File: src/rtl/mplieru8x8_dotacc.sv
`default_nettype none
// ============================================================================
//  Module      : mplieru8x8_dotacc (with helper mplieru8x8)
//  Description : Unsigned u8 dot-product engine. Operand pairs arrive on a
//                valid/ready stream and are registered into a combinational
//                8x8 multiplier. Each product is registered and then added into
//                an ACC_W-bit accumulator. After LEN products, the sum is
//                presented on a valid/ready result port.
//  Revision    : 1.0 - initial release
// ============================================================================

// Combinational unsigned 8x8 -> 16 multiplier; exact for all inputs.
module mplieru8x8 (
    input  logic [7:0]  i_a,
    input  logic [7:0]  i_b,
    output logic [15:0] o_product
);
    assign o_product = 16'(i_a) * 16'(i_b);
endmodule

module mplieru8x8_dotacc #(
    parameter int LEN   = 4,
    parameter int ACC_W = 24
) (
    input  logic             clk,
    input  logic             rst_n,
    input  logic             start,
    input  logic             in_valid,
    output logic             in_ready,
    input  logic [7:0]       a,
    input  logic [7:0]       b,
    output logic             out_valid,
    input  logic             out_ready,
    output logic [ACC_W-1:0] result,
    output logic             overflow,
    output logic             busy
);
    localparam int         c_SUM_W = ACC_W + 1;
    localparam logic [7:0] c_LEN   = 8'(LEN);

    typedef enum logic [1:0] {
        S_IDLE  = 2'd0,
        S_ACCUM = 2'd1,
        S_DONE  = 2'd2
    } state_t;

    state_t             r_state;
    state_t             w_next;

    logic [7:0]         r_count;
    logic [7:0]         r_a;
    logic [7:0]         r_b;
    logic               r_s1_valid;
    logic               r_s1_last;
    logic [15:0]        r_prod;
    logic               r_s2_valid;
    logic               r_s2_last;
    logic [ACC_W-1:0]   r_acc;
    logic               r_ovf_run;
    logic [ACC_W-1:0]   r_result;
    logic               r_overflow;

    logic [15:0]        w_product;
    logic [ACC_W:0]     w_sum;
    logic               w_accept;
    logic               w_last_done;
    logic               w_start_op;

    mplieru8x8 u_mul (
        .i_a       (r_a),
        .i_b       (r_b),
        .o_product (w_product)
    );

    // The top bit of the sum is the carry out of the accumulator.
    assign w_sum       = {1'b0, r_acc} + c_SUM_W'(r_prod);
    assign w_accept    = in_valid & in_ready;
    assign w_last_done = r_s2_valid & r_s2_last;
    assign w_start_op  = (r_state == S_IDLE) & start;
    assign result      = r_result;
    assign overflow    = r_overflow;

    // State register.
    always_ff @(posedge clk) begin
        if (!rst_n) begin
            r_state <= S_IDLE;
        end else begin
            r_state <= w_next;
        end
    end

    // Next-state and handshake outputs; start is only looked at in IDLE.
    always_comb begin
        w_next    = r_state;
        in_ready  = 1'b0;
        out_valid = 1'b0;
        busy      = 1'b0;
        case (r_state)
            S_IDLE: begin
                if (start) begin
                    w_next = S_ACCUM;
                end
            end
            S_ACCUM: begin
                busy     = 1'b1;
                in_ready = (r_count != c_LEN);
                if (w_last_done) begin
                    w_next = S_DONE;
                end
            end
            S_DONE: begin
                busy      = 1'b1;
                out_valid = 1'b1;
                if (out_ready) begin
                    w_next = S_IDLE;
                end
            end
            default: begin
                w_next = S_IDLE;
            end
        endcase
    end

    // Term counter and pipeline valid/last tags; reset flushes in-flight work.
    always_ff @(posedge clk) begin
        if (!rst_n) begin
            r_count    <= 8'd0;
            r_s1_valid <= 1'b0;
            r_s2_valid <= 1'b0;
        end else begin
            if (w_start_op) begin
                r_count <= 8'd0;
            end else if (w_accept) begin
                r_count <= r_count + 8'd1;
            end
            r_s1_valid <= w_accept;
            r_s2_valid <= r_s1_valid;
        end
    end

    // Datapath registers load only with valid data, so idle-bus values never enter.
    always_ff @(posedge clk) begin
        if (w_accept) begin
            r_a       <= a;
            r_b       <= b;
            r_s1_last <= (r_count == c_LEN - 8'd1);
        end
        if (r_s1_valid) begin
            r_prod    <= w_product;
            r_s2_last <= r_s1_last;
        end
    end

    // Accumulate valid products, track carries, and publish the final sum.
    always_ff @(posedge clk) begin
        if (!rst_n) begin
            r_acc      <= '0;
            r_ovf_run  <= 1'b0;
            r_result   <= '0;
            r_overflow <= 1'b0;
        end else begin
            if (w_start_op) begin
                r_acc     <= '0;
                r_ovf_run <= 1'b0;
            end else if (r_s2_valid) begin
                r_acc     <= w_sum[ACC_W-1:0];
                r_ovf_run <= r_ovf_run | w_sum[ACC_W];
            end
            if (w_last_done) begin
                r_result   <= w_sum[ACC_W-1:0];
                r_overflow <= r_ovf_run | w_sum[ACC_W];
            end
        end
    end

endmodule
`default_nettype wire

File: config.mk
export PLATFORM = sky130hd
export DESIGN_NAME = mplieru8x8_dotacc
export DESIGN_NICKNAME = d
export VERILOG_FILES = /design/src/rtl/mplieru8x8_dotacc.sv
export SDC_FILE = /design/constraint.sdc
export NUM_CORES = 1
export LEC_CHECK = 0
export ABC_AREA = 1
export ABC_CLOCK_PERIOD_IN_PS = 4000
export BUFFER_PORTS_ARGS = -buffer_cell sky130_fd_sc_hd__buf_2
export CORE_MARGIN = 8
export CORE_UTILIZATION = 56
export DETAILED_ROUTE_END_ITERATION = 12
export PLACE_DENSITY_LB_ADDON = 0.12
export SLEW_MARGIN = 20
export SYNTH_ARGS = -nofsm -noshare
export SYNTH_HDL_FRONTEND = slang
export SYNTH_SLANG_ARGS = --single-unit
export TNS_END_PERCENT = 1
File: constraint.sdc
create_clock -name clk -period 4 [get_ports clk]
set_input_delay 0.2 -clock clk [delete_from_list [all_inputs] [get_ports clk]]
set_output_delay 0.2 -clock clk [all_outputs]
set_load 0.05 [all_outputs]
After elaboration in Yosys (flattened, before gate mapping)
Index checks and enable logic that the tools add are counted.
{ "op_classes": {"add_sub_neg": 2, "reduce_logical": 4, "n_bitwise": 5, "mul": 1, "n_mux": 7, "eq_ne": 7} }
{ "ops": {"columns": ["cell", "count"], "rows": [
  ["adder 24 x 16 -> 25 bit", 1],
  ["multiplier 8 x 8 -> 16 bit", 1],
  ["adder 8 x 1 -> 8 bit, second input constant", 1],
  ["equality test 8 x 2 -> 1 bit, second input constant", 1],
  ["inequality test 8 x 3 -> 1 bit, second input constant", 1],
  ["2-to-1 mux 2 bit", 3],
  ["inequality test 2 bit, second input constant", 3],
  ["one-hot mux 2 bit (3 select lines)", 1],
  ["OR reduction 2 bit", 2],
  ["AND 1 bit", 3],
  ["2-to-1 mux 1 bit", 3],
  ["AND reduction 3 bit", 1],
  ["equality test 2 x 1 -> 1 bit, second input constant", 1],
  ["equality test 2 bit, second input constant", 1],
  ["zero test 2 bit", 1],
  ["inverter 1 bit", 1],
  ["bitwise OR 1 bit", 1]
]} }
{ "totals": {"elab_cells": 39, "register_bits": 96, "out_inout_bits": 28} }

Longest topological paths before layout
Gate-level depths: netlist (run 1).
{ "logic_depth": {"depth_word": 3, "depth_mapped": 17, "ltp_nobuf": 16} }

By module
Synthesis (run 1) repeated with hierarchy kept, for this count alone.
{ "hier_totals": {"hier_cells": 1076, "hier_area_um2": 7468.4} }
{ "modules_own_cells": {"columns": ["mod", "area_each_um2", "cells_per_inst", "n_inst", "seq_area_each_um2"], "rows": [
  ["mplieru8x8_dotacc", 5069.9, 701, 1, 2262.2],
  ["mplieru8x8", 2398.6, 375, 1, 0.0]
]} }

Worst setup path before layout (run 1)
Ideal clock, no wire load.
{ "synth_path": {"path_type": "flip-flop to flip-flop", "startpoint": "register r_b[7]", "endpoint": "register r_prod[14], data pin", "slack_ps": -149, "period_less_slack_ps": 4149, "arrival_ps": 3884, "t_required_ps": 3735, "path_stages_with_launch": 16, "setup_time_ps": 265, "path_buffers": 1, "cell_sequence": "edfxtp_1 > clkbuf_1 > nand2_1 > fa_1 > fa_1 > inv_1 > fa_1 > inv_1 > fa_1 > inv_1 > ha_1 > a21oi_1 > o21ai_0 > a21oi_1 > o21ai_0 > xor2_1"} }
{ "synth_between": {"elab_chain_cells": 1} }
{ "synth_rtl": {"columns": ["item", "line", "source"], "rows": [
  ["start, declared", "52", "logic [7:0] r_b;"],
  ["start signal, assigned", "145", "r_b <= b;"],
  ["multiplier 8 x 8 -> 16 bit", "18", "assign o_product = 16'(i_a) * 16'(i_b);"],
  ["net u_mul.o_product[14]", "16", "output logic [15:0] o_product"],
  ["end signal, assigned", "149", "r_prod <= w_product;"],
  ["end, declared", "55", "logic [15:0] r_prod;"]
]} }
The timed path passes the listed nets, and every way through them passes these cells.
A chain may end at the register's enable or synchronous reset.

Final worst setup path (run 1)
{ "layout_path": {"startpoint": "register r_b[4]", "endpoint": "register r_prod[14], data pin"} }
Same word-level chain as after synthesis.

==> flow_metrics.tcl, run 1 <==
set metrics [dict create \
    syn_inst 993 \
    synth-seq-cells 96 \
    tightest_slew_ps 758 \
    crit_chain "buf_4, nand2_1, inv_1, fa_1, fa_1, fa_1, inv_1, fa_1, inv_2, ha_4, a21oi_2, o21ai_2, a21oi_2, o21ai_1, xor2_1" \
    fin_crit_sh 0.993 \
    hold_depth 1 \
    setup_violations 0 \
    leakagePower_uw 0.00453 \
    reg2reg_to "r_prod[14]$_DFFE_PP_" \
    async_reset_ff_frac 0 \
    io_buffers 48 \
    slew_viol_final 0 \
    critPathKind "flip-flop to flip-flop" \
    synth_area_leaders "dfxtp_1 17%, edfxtp_1 14%, nand2_1 13%" \
    reg2regPathDepth 15 \
    nFillCells 1122 \
    cp.required_ps 4100 \
    die_w_um 129 \
    synthDistinctLibCells 36 \
    hold_violations 0 \
    yosys.area.top_type_share 0.172 \
    grt_pass1_vias 5910 \
    synth_ff_type "dfxtp_1" \
    cpMostUsedCell "fa_1" \
    layout_commonest_cell "nand2_1" \
    grt_overflow 0 \
    regArea_mm2 0.00226 \
    critPathSlowestCell "fa_1" \
    dieArea_mm2 0.0167 \
    outcome "completed" \
    clockBufferDepth 2 \
    rows 41 \
    r2r-start "r_b[4]$_DFFE_PP_" \
    worstPathArrival_ps 4070 \
    synthToLayoutAreaGrowth_pct 14.5 \
    clock_latency_ps 350 \
    layout_common_cells "249 x nand2_1, 216 x inv_1, 103 x nor2_1, 67 x nand3_1, 62 x dfxtp_1" \
    yosys_warnings 0 \
    final_area_mm2 0.00824 \
    drt_iter0_drc 346 \
    synth.avg_cell_area_um2 7.25 \
    min_period_ps 3970 \
    max_freq_ghz 0.252 \
    worstHoldEndpoint "r_b[3]$_DFFE_PP_" \
    grt.total_usage 0.197 \
    grt_pass1_wl_um 26300 \
    drive_gt1_frac 0.130 \
    clockRootBuffer "clkbuf_16" \
    end_kind "flip-flop" \
    wl_per_cell_um 12.6 \
    total_power_uw 5390 \
    pre_cts_slack_ps -204 \
    fin_skew_ps 7.14 \
    path_clk_slew_ps 70 \
    layout_setup_ws_ps 26.3 \
    wirelength_um 15600 \
    globalplace.congestion 0.939 \
    r2r_setup_slack_ps 30 \
    vdd_ir_drop_max_v 0.000468 \
    synth_nets 1110 \
    seq_area_frac_synth 0.314 \
    synth_edf_count 34 \
    holdCritPathClass "primary input to flip-flop" \
    viasPerCell 4.83 \
    min_from "b[3]" \
    dr_total_vias 5998 \
    placed_area_mm2 0.00779 \
    postCtsHoldBufs 0 \
    firstDrtPassIters 5 \
    drcViolationCount 0 \
    cts_max_level 3 \
    yosys.area.top_type "dfxtp_1" \
    start_kind "flip-flop" \
    numCtsBuffers 9 \
    power.density_mw_per_mm2 654 \
    post-route-util 0.656 \
    slew_headroom 0.494 \
    grt_max_degree 35 \
    cts_tree "done" \
    cap_violations 0 \
    diodes 0 \
    slowest_delay_ps 500 \
    antenna_found_initial 0 \
    fp.dieH_um 129 \
    dp_hpwl_um 12100 \
    cp_max_fo 6 \
    coreArea_mm2 0.0126 \
    multi_input_area_mm2 0.00409 \
    boundaryPins 49 \
    clkSinkCount 96 \
    start_util 0.573 \
    netlist_area_mm2 0.00720 \
    finalNetCount 1182 \
    rsz0062_at_grt "true" \
    ant_nets 0 \
]
## logic make-up (layout without fill, tap and decap cells)
logic type / Yosys count / in the layout / synth area share
buffers and inverters: 253 / 330 / 0.134
flip-flops: 96 / 96 / 0.314
adder cells (fa/ha/maj): 96 / 96 / 0.205
AND/OR/NAND/NOR: 446 / 446 / 0.255
AO/OA/AOI/OAI: 77 / 77 / 0.0615
XOR/XNOR: 25 / 25 / 0.0304
## power breakdown
group	switching, uW	internal (uW)	total (uW)
Clock	394	424	818
Combinational	1780	1490	3270
Sequential	73.9	1230	1310
Total	2250	3140	5390
## area by class of cell
class,count,area share
Timing Repair Buffer,91,0.0688
Clock buffer,10,0.0278
Tap cell,172,0.0261
Inverter,223,0.102
Clock inverter,6,0.00501
Sequential cell,96,0.274
Multi-Input combinational cell,644,0.496
## worst max path at each step
stage	start	end	cells past startpoint
floorplan	r_a[3]$_DFFE_PP_	r_prod[14]$_DFFE_PP_	17
global placement	r_b[4]$_DFFE_PP_	r_prod[14]$_DFFE_PP_	16
detailed placement	r_a[2]$_DFFE_PP_	r_prod[14]$_DFFE_PP_	14
CTS	r_a[3]$_DFFE_PP_	r_prod[13]$_DFFE_PP_	13
global route	r_b[4]$_DFFE_PP_	r_prod[14]$_DFFE_PP_	15
finish	r_b[4]$_DFFE_PP_	r_prod[14]$_DFFE_PP_	15
## routing by layer
layer,up-vias,wire [um],share of wire,track usage
met5,-,0,0,0
li1,3167,-,-,-
met4,0,302,0.019,0.0786
met1,2723,6920,0.44,0.223
met3,20,462,0.030,0.0234
met2,88,7960,0.51,0.369
## worst max-delay path, delay by kind of cell (launching register included)
family,cells,cell delay [ps]
fa+ha+maj,5,2190
compound gates,4,520
flops,1,480
buf+inv,4,330
xor+xnor,1,140
simple gates,1,60
## stage by stage
| step | instances | TNS, ps | hold WS [ps] |
|---|---|---|---|
| floorplan | 993 | -1.49 | 293 |
| global placement | 1216 | -256 | 376 |
| detailed placement | 1216 | -829 | 378 |
| CTS | 1236 | 0 | 3.34 |
| global route | 1242 | -421 | 4.37 |
| finish | 1242 | 0 | 16.5 |
## state kept, by name, summed over array words and instances, names as in the netlist
name,count
r_acc,24
result,24
r_s2_last,1
r_ovf_run,1
r_count,8
r_a,8
overflow,1
r_s2_valid,1
r_s1_last,1
r_state,2
r_b,8
r_prod,16
r_s1_valid,1
## what timing repair did
action,CTS,global route
setup endpoints to repair,6,8
resized for setup,13,15
pin swaps,12,13
buffers inserted,4,6
## Yosys cell counts (2+ instances only)
cell type,n
a211oi_1,2
a21oi_1,38
buf_2,6
clkbuf_1,22
dfxtp_1,62
edfxtp_1,34
fa_1,37
ha_1,59
inv_1,220
inv_2,2
nand2_1,249
nand2_2,4
nand3_1,67
nand4_1,9
nor2_1,104
nor2_2,3
nor3_1,5
o211ai_1,6
o21ai_0,24
xnor2_1,9
xor2_1,16
(Power assumes the default switching activity.)
==> inputs of run 2 (changes only) <==
--- a/config.mk
+++ b/config.mk
@@ -8,8 +8,10 @@
 export ABC_AREA = 1
 export ABC_CLOCK_PERIOD_IN_PS = 4000
 export BUFFER_PORTS_ARGS = -buffer_cell sky130_fd_sc_hd__buf_2
+export CELL_PAD_IN_SITES_DETAIL_PLACEMENT = 0
+export CELL_PAD_IN_SITES_GLOBAL_PLACEMENT = 2
 export CORE_MARGIN = 8
-export CORE_UTILIZATION = 56
+export CORE_UTILIZATION = 32
 export DETAILED_ROUTE_END_ITERATION = 12
 export PLACE_DENSITY_LB_ADDON = 0.12
 export SLEW_MARGIN = 20
==> run 2 against run 1 <==
Against the previous run:
- register-to-register slack got worse by 20 ps
- core utilization fell by 27 points
- power rose by 6.6%
- largest cell class unchanged
- highest routed layer unchanged
==> flow_metrics.tcl, run 2 (synthesis results as in run 1) <==
set metrics [dict create \
    synthToLayoutAreaGrowth_pct 19.3 \
    path_clk_slew_ps 70 \
    wl_per_cell_um 13.5 \
    grt.total_usage 0.140 \
    start_kind "flip-flop" \
    end_kind "flip-flop" \
    layout_commonest_cell "nand2_1" \
    power.density_mw_per_mm2 669 \
    boundaryPins 49 \
    antenna_found_initial 0 \
    fin_skew_ps 9.96 \
    fin_crit_sh 0.999 \
    fp.dieH_um 166 \
    dr_total_vias 5936 \
    grt_pass1_wl_um 31200 \
    hold_violations 0 \
    tightest_slew_ps 782 \
    grt_pass1_vias 6058 \
    setup_violations 0 \
    die_w_um 166 \
    fin_setup_tns_ps 0 \
    cts_tree "done" \
    swShare 0.412 \
    cpMostUsedCell "fa_1" \
    dieArea_mm2 0.0276 \
    cp_max_fo 5 \
    ant_nets 0 \
    clockBufferDepth 2 \
    holdCritPathClass "primary input to flip-flop" \
    p_seq_frac 0.228 \
    p_comb_frac 0.608 \
    globalplace.congestion 0.815 \
    cts_max_level 3 \
    viasPerCell 4.34 \
    rows 55 \
    slew_viol_final 0 \
    outcome "completed" \
    finalNetCount 1194 \
    cp.required_ps 4100 \
    diodes 0 \
    slowest_delay_ps 550 \
    numCtsBuffers 9 \
    slew_headroom 0.478 \
    internal_power_uw 3380 \
    start_util 0.322 \
    drcViolationCount 0 \
    power.switching_uw 2370 \
    layout_common_cells "244 x nand2_1, 214 x inv_1, 103 x nor2_1, 66 x nand3_1, 62 x dfxtp_1" \
    rsz0062_at_grt "true" \
    coreArea_mm2 0.0224 \
    leakagePower_uw 0.00461 \
    total_power_uw 5750 \
    grt_overflow 0 \
    drive_gt1_frac 0.149 \
    io_buffers 48 \
    grt_max_degree 39 \
    vdd_ir_drop_max_v 0.000397 \
    dp_hpwl_um 14600 \
    critPathKind "flip-flop to flip-flop" \
    firstDrtPassIters 6 \
    worstPathArrival_ps 4100 \
    critPathSlowestCell "fa_1" \
    fin_hold_ws_ps 17.5 \
    max_freq_ghz 0.250 \
    wirelength_um 18500 \
    clkSinkCount 96 \
    cap_violations 0 \
    drt_iter0_drc 220 \
    clockRootBuffer "clkbuf_16" \
    crit_chain "nand2_1, inv_1, fa_1, inv_2, fa_1, inv_1, fa_1, inv_2, fa_1, inv_2, ha_4, a21oi_4, o21ai_2, a21oi_2, o21ai_1, xor2_1" \
    pwr-share-clk 0.164 \
    min_period_ps 4000 \
    clock_latency_ps 360 \
]
## run 2: cell count changes in the layout (fill, tap and decap cells not counted), sizes merged
| cell | before | now |
|---|---|---|
| buf | 91 | 100 |
| dlygate4sd3 | 0 | 3 |
| clkbuf | 10 | 11 |
| clkinv | 3 | 2 |
| clkinvlp | 1 | 0 |
| inv | 225 | 226 |
## run 2: power groups by stage
stage | sequential, uW | combinational, uW | clock (uW)
2_1_floorplan | 1320 | 1970 | 0
3_3_place_gp | 1340 | 2970 | 0
3_5_place_dp | 1340 | 2950 | 0
4_1_cts | 1310 | 3260 | 988
5_1_grt | 1320 | 3970 | 1010
6_report | 1310 | 3490 | 943
## run 2: cell type report
type                    count  area [um^2]
clock inverters             5         38.8
inverters                 223          837
multi-input cells         644         4160
flip-flops and latches     96         2260
well taps                 285          357
repair buffers            103          664
clock buffers              11          275
fillers                  2397        13800
## run 2: what timing repair did
action	4_1_cts	5_1_grt
endpoints found under the setup margin	7	9
hold endpoints to repair	3	0
setup buffers	2	11
gates resized for setup	20	24
hold buffers	3	0
pin swaps	10	23
## run 2: worst max-delay path: cells and delay by family (launching register included)
kind	cells	cell delay, ps
adder cells (fa/ha/maj)	5	2290
AND/OR/NAND/NOR	1	90
buffers and inverters	5	230
flip-flops	1	480
XOR/XNOR	1	140
AO/OA/AOI/OAI	4	510
## run 2: stage by stage
step	cell area [um^2]	utilization	worst slack [ps]	instances
after floorplan	7230	-	-1.49	993
after global placement	7980	0.357	-146	1335
after detailed placement	7980	0.357	-192	1335
after CTS	8410	0.376	-14.0	1356
after global routing	8590	0.384	-173	1367
final	8590	0.384	3.48	1367
## run 2: metal layers
metal	global-route usage	vias up	part of all wire
li1	-	3194	-
met1	0.170	2660	0.47
met2	0.252	67	0.49
met3	0.0176	15	0.020
met4	0.0466	0	0.019
met5	0	-	0
## run 2: final timing paths
| path | startpoint | to | slack, ps | cells after the start |
|---|---|---|---|---|
| worst max-delay path | r_b[2]$_DFFE_PP_ | r_prod[12]$_DFFE_PP_ | 3 | 16 |
| worst min-delay path | b[3] | r_b[3]$_DFFE_PP_ | 20 | 1 |
| worst max register to register | r_b[2]$_DFFE_PP_ | r_prod[12]$_DFFE_PP_ | 3 | 16 |
| worst min register to register | r_s1_last$_DFFE_PP_ | r_s2_last$_DFFE_PP_ | 430 | 0 |
==> inputs of run 3 (changes only) <==
--- a/config.mk
+++ b/config.mk
@@ -5,17 +5,17 @@
 export SDC_FILE = /design/constraint.sdc
 export NUM_CORES = 1
 export LEC_CHECK = 0
-export ABC_AREA = 1
 export ABC_CLOCK_PERIOD_IN_PS = 4000
 export BUFFER_PORTS_ARGS = -buffer_cell sky130_fd_sc_hd__buf_2
 export CELL_PAD_IN_SITES_DETAIL_PLACEMENT = 0
 export CELL_PAD_IN_SITES_GLOBAL_PLACEMENT = 2
 export CORE_MARGIN = 8
-export CORE_UTILIZATION = 32
+export CORE_UTILIZATION = 35
 export DETAILED_ROUTE_END_ITERATION = 12
 export PLACE_DENSITY_LB_ADDON = 0.12
 export SLEW_MARGIN = 20
 export SYNTH_ARGS = -nofsm -noshare
 export SYNTH_HDL_FRONTEND = slang
+export SYNTH_HIERARCHICAL = 1
 export SYNTH_SLANG_ARGS = --single-unit
 export TNS_END_PERCENT = 1
==> run 3 against run 2 <==
Against the previous run:
- the run now ends with negative setup slack left
- clock power decreased by 7.1%
- global-route usage decreased by 0.053 points
- clock-buffer cell count decreased by 2
- largest power group unchanged
- flip-flop and latch count unchanged
- first-iteration DRC count decreased by 30%
- critical path type unchanged
- final cell count decreased by 25%
- combinational power decreased by 3%
- highest routed layer unchanged
- synthesized cell count decreased by 29%
==> flow_metrics.tcl, run 3 <==
set metrics [dict create \
    outcome "finished, violations left" \
    failed_checks "negative setup slack" \
    cts_tree "done" \
    slew_headroom 0.438 \
    diodes 0 \
    synth_most_common_cell "nand2_1" \
    power.density_mw_per_mm2 711 \
    end_kind "flip-flop" \
    fin_setup_tns_ps -25.4 \
    yosys.area_share.simple 0.180 \
    wirelength_um 16000 \
    antenna_found_initial 0 \
    critPathKind "flip-flop to flip-flop" \
    pre_cts_slack_ps -185 \
    cap_violations 0 \
    firstDrtPassIters 4 \
    boundaryPins 49 \
    async_reset_ff_frac 0 \
    vdd_ir_drop_max_v 0.000394 \
    numCtsBuffers 9 \
    layout_setup_ws_ps -16.0 \
    globalplace.congestion 0.788 \
    worstPathArrival_ps 4120 \
    synth_ff_type "dfxtp_1" \
    rows 50 \
    dr_total_vias 5123 \
    min_period_ps 4020 \
    ant_nets 0 \
    synth_edf_count 34 \
    fin_crit_sh 1.00 \
    synthToLayoutAreaGrowth_pct 17.6 \
    grt_pass1_wl_um 26800 \
    fin_skew_ps 7.21 \
    synthMuxAreaShare 0.0120 \
    cts_max_level 3 \
    layout_common_cells "64 x nand2_1, 62 x dfxtp_1, 60 x inv_1, 56 x nor2_1, 55 x ha_1" \
    slew_viol_final 0 \
    rsz0062_at_grt "true" \
    drive_gt1_frac 0.188 \
    yosys.area.top_type "dfxtp_1" \
    hold_violations 0 \
    synth_nets 823 \
    viasPerCell 4.99 \
    syn_inst 706 \
    grt_overflow 0 \
    clockRootBuffer "clkbuf_16" \
    seq_area_frac_synth 0.339 \
    grt_pass1_vias 5342 \
    synth_compound_area_frac 0.148 \
    path_clk_slew_ps 70 \
    setup_violations 2 \
    die_w_um 154 \
    io_buffers 48 \
    holdCritPathClass "primary input to flip-flop" \
    fin_hold_ws_ps 24.3 \
    synth-adder-area-share 0.222 \
    placed_area_mm2 0.00736 \
    yosys.area.top_type_share 0.186 \
    netlist_area_mm2 0.00667 \
    start_util 0.357 \
    cp_max_fo 7 \
    max_freq_ghz 0.249 \
    wl_per_cell_um 15.6 \
    synth-seq-cells 96 \
    fp.dieH_um 154 \
    drcViolationCount 0 \
    yosys_warnings 6 \
    grt_max_degree 22 \
    grt.total_usage 0.139 \
    tightest_slew_ps 843 \
    dieArea_mm2 0.0237 \
    synthDistinctLibCells 69 \
    finalNetCount 904 \
    layout_commonest_cell "nand2_1" \
    cp.required_ps 4100 \
    synth_area_leaders "dfxtp_1 19%, edfxtp_1 15%, fa_1 11%" \
    postCtsHoldBufs 0 \
    start_kind "flip-flop" \
    coreArea_mm2 0.0187 \
    synthXorXnorAreaFrac 0.0525 \
    synth.avg_cell_area_um2 9.45 \
    dp_hpwl_um 12800 \
    clock_latency_ps 350 \
    synth_top_family_by_area "adder cells" \
    synth_commonest_cells "64 x nand2_1, 63 x inv_1, 62 x dfxtp_1" \
    clkSinkCount 96 \
    clockBufferDepth 2 \
    final_area_mm2 0.00785 \
    leakagePower_uw 0.00335 \
    drt_iter0_drc 154 \
]
==> run 3: per-stage QoR <==
stage / util / total power (uW) / cells
2_1_floorplan: - / 3550 / 706
3_3_place_gp: 0.393 / 4390 / 996
3_5_place_dp: 0.393 / 4420 / 996
4_1_cts: 0.415 / 5490 / 1020
5_1_grt: 0.420 / 6090 / 1026
6_report: 0.420 / 5580 / 1026
==> run 3: metal layers <==
metal | GRT usage | part of all wire | vias up
met5 | 0 | 0 | -
met4 | 0.0383 | 0.017 | 0
met3 | 0.0297 | 0.030 | 20
met2 | 0.253 | 0.51 | 75
met1 | 0.162 | 0.45 | 2423
li1 | - | - | 2605
==> run 3: layout make-up <==
type                            count  area [um^2]
Clock inverter                      7         72.6
Timing Repair Buffer               91          563
Multi-Input combinational cell    526         4200
Sequential cell                    96         2260
Tap cell                          234          293
Clock buffer                        9          225
Fill cell                        1841        10900
Inverter                           63          236
==> run 3: repair_timing <==
| item | in CTS | in global routing |
|---|---|---|
| pin swaps | 14 | 13 |
| endpoints found under the hold margin | 0 | 0 |
| setup buffers | 8 | 6 |
| resized for setup | 9 | 14 |
| setup endpoints to repair | 8 | 8 |
==> run 3: path summary, 6_finish.rpt <==
path / startpoint / to / slack, ps / cells after the start
min: b[1] / r_b[1]$_DFFE_PP_ / 20 / 1
min reg2reg: r_s1_last$_DFFE_PP_ / r_s2_last$_DFFE_PP_ / 430 / 0
max: r_b[2]$_DFFE_PP_ / r_prod[11]$_DFFE_PP_ / -20 / 15
max reg2reg: r_b[2]$_DFFE_PP_ / r_prod[11]$_DFFE_PP_ / -20 / 15
==> run 3: kinds of logic after synthesis <==
logic type | count (synthesis)
flip-flops | 96
multiplexers | 8
AO/OA/AOI/OAI | 143
adder cells (fa/ha/maj) | 96
buffers and inverters | 84
AND/OR/NAND/NOR | 239
XOR/XNOR | 40
==> run 3: where the power goes <==
group	internal (uW)	switching (uW)	leakage [uW]	total [uW]
sequential	1240	70.0	0.000811	1310
clock	485	391	0.000143	876
combinational	1650	1750	0.00239	3400
total	3370	2210	0.00335	5580
==> run 3: critical path: stages, from the launching register on <==
cell and delay [ps]:
edfxtp_1 490, and2_4 190, fa_1 520, inv_1 50
fa_1 490, inv_2 40, fa_1 490, inv_1 50
fa_1 490, inv_2 50, ha_4 220, a21o_1 160
a21oi_2 160, nand2_1 90, a31oi_1 200, xnor2_1 80
